`config.mk`:
```
export PLATFORM = sky130hd
export DESIGN_NAME = addsub_multicycle
export DESIGN_NICKNAME = d
export VERILOG_FILES = /design/src/rtl/addsub_multicycle.sv
export SDC_FILE = /design/constraint.sdc
export NUM_CORES = 1
export LEC_CHECK = 0
export ABC_AREA = 0
export CAP_MARGIN = 20
export CORE_MARGIN = 1
export CORE_UTILIZATION = 45
export CTS_BUF_LIST = sky130_fd_sc_hd__clkbuf_8
export DETAILED_ROUTE_END_ITERATION = 10
export GPL_TIMING_DRIVEN = 0
export PLACE_DENSITY = 0.71
export SYNTH_ARGS = -nofsm -noshare
export SYNTH_HDL_FRONTEND = slang
export SYNTH_SLANG_ARGS = --single-unit
```
`constraint.sdc`:
```
create_clock -name clk -period 5.6 [get_ports clk]
set_input_delay 1.12 -clock clk [delete_from_list [all_inputs] [get_ports clk]]
set_output_delay 1.12 -clock clk [all_outputs]
set_load 0.005 [all_outputs]
```
`src/rtl/addsub_multicycle.sv`:
```
// Multi-cycle adder/subtractor: adds CHUNK bits per clock with a registered
// carry between chunks, valid/ready handshakes, carry/overflow/zero flags and
// optional signed saturation.
module addsub_multicycle #(
    parameter int unsigned WIDTH  = 16,
    parameter int unsigned CHUNK  = 4,
    parameter bit          SAT_EN = 1'b1
) (
    input  logic             clk,
    input  logic             rst,
    input  logic             in_valid,
    output logic             in_ready,
    input  logic [WIDTH-1:0] a,
    input  logic [WIDTH-1:0] b,
    input  logic             sub,
    input  logic             sat,
    output logic             out_valid,
    input  logic             out_ready,
    output logic [WIDTH-1:0] result,
    output logic             carry,
    output logic             overflow,
    output logic             zero
);

    localparam int unsigned N     = WIDTH / CHUNK;
    localparam int unsigned CNT_W = (N > 1) ? $clog2(N) : 1;
    localparam logic [CNT_W-1:0] LAST_CNT = CNT_W'(N - 1);

    typedef enum logic [1:0] {StIdle, StRun, StDone} state_e;

    state_e r_state;
    state_e w_state_next;

    // Operands shift right one chunk per cycle so the active chunk is always
    // the low CHUNK bits; the raw sum shifts in from the top.
    logic [WIDTH-1:0] r_a;
    logic [WIDTH-1:0] r_b;
    logic [WIDTH-1:0] r_acc;
    logic             r_carry;
    logic             r_sat;
    logic [CNT_W-1:0] r_cnt;
    logic [WIDTH-1:0] r_result;
    logic             r_carry_out;
    logic             r_overflow;
    logic             r_zero;

    logic             w_accept;
    logic             w_last;
    logic [CHUNK-1:0] w_a_chunk;
    logic [CHUNK-1:0] w_b_chunk;
    logic [CHUNK:0]   w_sum;
    logic [WIDTH-1:0] w_acc_next;
    logic             w_ovf;
    logic [WIDTH-1:0] w_sat_val;
    logic [WIDTH-1:0] w_final;

    // Chunk adder, raw-result assembly, overflow detection and saturation
    always_comb begin
        w_accept   = in_valid && in_ready;
        w_last     = (r_cnt == LAST_CNT);
        w_a_chunk  = r_a[CHUNK-1:0];
        w_b_chunk  = r_b[CHUNK-1:0];
        w_sum      = {1'b0, w_a_chunk} + {1'b0, w_b_chunk} + {{CHUNK{1'b0}}, r_carry};
        w_acc_next = (r_acc >> CHUNK) | (WIDTH'(w_sum[CHUNK-1:0]) << (WIDTH - CHUNK));
        // On the last chunk the low bits of r_a/r_b hold the operand MSBs.
        w_ovf      = (w_a_chunk[CHUNK-1] == w_b_chunk[CHUNK-1]) &&
                     (w_sum[CHUNK-1] != w_a_chunk[CHUNK-1]);
        w_sat_val  = w_a_chunk[CHUNK-1] ? {1'b1, {(WIDTH-1){1'b0}}}
                                        : {1'b0, {(WIDTH-1){1'b1}}};
        w_final    = (r_sat && w_ovf) ? w_sat_val : w_acc_next;
    end

    // State register
    always_ff @(posedge clk) begin
        if (rst) begin
            r_state <= StIdle;
        end else begin
            r_state <= w_state_next;
        end
    end

    // Next-state logic
    always_comb begin
        w_state_next = r_state;
        case (r_state)
            StIdle:  if (w_accept)  w_state_next = StRun;
            StRun:   if (w_last)    w_state_next = StDone;
            StDone:  if (out_ready) w_state_next = StIdle;
            default:                w_state_next = StIdle;
        endcase
    end

    // Handshake outputs decoded from state only
    always_comb begin
        in_ready  = 1'b0;
        out_valid = 1'b0;
        case (r_state)
            StIdle:  in_ready  = 1'b1;
            StDone:  out_valid = 1'b1;
            default: ;
        endcase
    end

    // Operand capture, per-chunk accumulation and final result/flag update
    always_ff @(posedge clk) begin
        if (rst) begin
            r_a         <= '0;
            r_b         <= '0;
            r_acc       <= '0;
            r_carry     <= 1'b0;
            r_sat       <= 1'b0;
            r_cnt       <= '0;
            r_result    <= '0;
            r_carry_out <= 1'b0;
            r_overflow  <= 1'b0;
            r_zero      <= 1'b0;
        end else begin
            case (r_state)
                StIdle: begin
                    if (w_accept) begin
                        r_a     <= a;
                        // Subtract as A + ~B + 1; the +1 enters as the initial carry.
                        r_b     <= b ^ {WIDTH{sub}};
                        r_carry <= sub;
                        r_sat   <= sat && SAT_EN;
                        r_cnt   <= '0;
                    end
                end
                StRun: begin
                    r_a     <= r_a >> CHUNK;
                    r_b     <= r_b >> CHUNK;
                    r_acc   <= w_acc_next;
                    r_carry <= w_sum[CHUNK];
                    r_cnt   <= r_cnt + CNT_W'(1);
                    if (w_last) begin
                        r_result    <= w_final;
                        r_carry_out <= w_sum[CHUNK];
                        r_overflow  <= w_ovf;
                        r_zero      <= (w_final == '0);
                    end
                end
                default: ;
            endcase
        end
    end

    assign result   = r_result;
    assign carry    = r_carry_out;
    assign overflow = r_overflow;
    assign zero     = r_zero;

endmodule

```
==> impl_metrics.ini <==
[timing]
final.period_utilization = 0.454
setup_tns_ns = 0
rsz0062_at_grt = false
slew_headroom = 0.621
finalClockSkew_ns = 0.00627
fmax_ghz = 0.393
hold_viol_final = 0
worst_pin_slew_ns = 0.568
fin_crit_ns = 2.54
final-setup-viol-count = 0
finalMaxSlewViolations = 0

[finish]
fillCellCount = 592
num_antenna_cells = 0
mostFrequentLayoutCell = dfxtp_1
layout_common_cells = dfxtp_1, nand2_1, clkdlybuf4s50_1
synthToLayoutAreaGrowth_pct = 27.5
nets = 473
stdcell_area_um2 = 3940
drive_gt1_frac = 0.0760

[detailed_routing]
drt_iter0_drc = 167
first_pass_iters = 7
wl_per_cell_um = 15.1
detail_route.drc_violations = 4
drt_wl_total_um = 7720
vias = 2768
postRouteAntennaNets = 0
routed_via_density = 5.42

[synth]
synth_area_um2 = 3090
syn-num-nets = 406
yosys-top-cells-area = dfxtp_1, nand2_1, a21oi_1, nor2_1, a311oi_1
async_flop_share = 0
avgSynthCellArea_um2 = 8.52
syn_inst = 362
ys_ff_latch = 69
seq_area_frac_synth = 0.448
synth_top_area_cell = dfxtp_1
ys.flop_type = dfxtp_1
ys_types = 40
yosys_warnings = 0
synth_edf_count = 0
synth_top_cell_area_share = 0.448

[floorplanning]
die_h_um = 84.8
io_pins = 59
coreArea_um2 = 6490
num_rows = 29
die_area_um2 = 7190
die_w_um = 84.8
floorplan.initialDensity = 0.475

[placement]
port_buffers = 56
gp_congestion = 0.875
detailed_place.area_um2 = 3740
dp_hpwl_um = 5660

[global_route]
grt_overflow_total = 0
antenna_found_initial = 0
grtUsageTotal = 0.230
grt_pass1_wl_um = 12700
grt_pass1_vias = 2545
grt_max_degree = 12

[hold_path]
whs_path_depth = 2
hp-class = register to register
hp-start = zero

[flow_run]
maxCapViolCount = 0

[worst_setup_path]
crit-reg2reg-launch = r_b[0]
startpoint = r_state[1]
endpoint_kind = output port
crit_required_ns = 4.48
crit_fanout = 5
cp-start-kind = register
path_class = register to output port
worstRegToRegCells = 8
critical_path_arrival_ns = 1.42

[cts]
cts_tree = yes
clock-sinks = 69
cts.path.max_buffers = 2
cts_buffers = 9
htreeDepth = 3
postCtsHoldBufs = 0
ctsRootBufferMaster = clkbuf_8
clk_latency_ns = 0.34
cts_setup_buffers = 0
clk_pin_slew_ns = 0.07
cts_resized = 0

[outcome]
violations = design-rule violations
outcome = complete, but fails checks

[pwr]
ir_drop_uv = 156
power.density_nw_per_um2 = 277
leakage_nw = 1.40
==> area by class of cell <==
class | instances | area, µm² | area share
Buffer | 29 | 129 | 0.0328
Clock buffer | 10 | 138 | 0.0350
Clock inverter | 6 | 55.1 | 0.0140
Inverter | 6 | 22.5 | 0.00572
Multi-Input combinational cell | 258 | 1550 | 0.395
Sequential cell | 69 | 1380 | 0.351
Tap cell | 77 | 96.3 | 0.0245
Timing Repair Buffer | 56 | 561 | 0.142
==> synthesized netlist by cell type, types with 3 or more instances <==
library cell / number
a21oi_1: 39
a221oi_1: 14
a311oi_1: 15
buf_1: 3
buf_2: 10
clkbuf_1: 15
dfxtp_1: 69
ha_1: 4
inv_1: 6
nand2_1: 61
nand2b_1: 3
nand3_1: 8
nor2_1: 52
o2bb2ai_1: 13
xnor2_1: 14
xor2_1: 4
==> cells by family (layout without fill, tap and decap cells) <==
| logic type | Yosys count | after routing | synth area share |
|---|---|---|---|
| AOI/OAI and AO/OA | 93 | 93 | 0.219 |
| xor gates and xnor gates | 19 | 19 | 0.0564 |
| adders and majority gates | 6 | 6 | 0.0292 |
| buffers and inverters | 35 | 107 | 0.0491 |
| DFF | 69 | 69 | 0.448 |
| muxes | 2 | 2 | 0.00689 |
| and+or+nand+nor | 138 | 138 | 0.192 |
==> path summary, 6_finish.rpt <==
path	to	slack (ns)
max	out_valid	3.06
min	zero	0.45
max reg2reg	zero	3.14
min reg2reg	zero	0.45
==> per-stage QoR <==
step / utilization / hold WS, ns / power (mW) / instances / worst slack (ns)
after floorplan: - / 0.444 / 0.645 / 362 / 3.45
final: 0.606 / 0.454 / 1.09 / 511 / 3.06
after global routing: 0.606 / 0.478 / 1.14 / 511 / 2.93
after CTS: 0.606 / 0.458 / 1.09 / 511 / 3.04
after global placement: 0.576 / 0.444 / 0.703 / 495 / 2.91
after detailed placement: 0.576 / 0.448 / 0.706 / 495 / 2.89
==> worst max-delay path, stage by stage, from the launching register on <==
cell             delay (ns)
dfxtp_1                0.38
nor2b_1                0.18
clkdlybuf4s50_1        0.52
==> registers in the layout (all words and copies together) (netlist names) <==
register	flops
carry	1
r_acc	12
r_sat	1
r_cnt	2
r_carry	1
result	16
zero	1
r_b	16
r_state	2
r_a	16
overflow	1
==> per-layer routing <==
metal,track usage,share of wire
met2,0.368,0.46
met1,0.306,0.45
met5,0,0
met3,0.0511,0.074
met4,0.0847,0.012
==> report_power, final <==
part	internal [mW]	switching [mW]	total, mW
clock network	0.213	0.180	0.393
registers	0.514	0.0196	0.534
logic	0.0737	0.0899	0.164
total	0.801	0.290	1.09
Note: power is estimated with default switching activity, not from simulation.
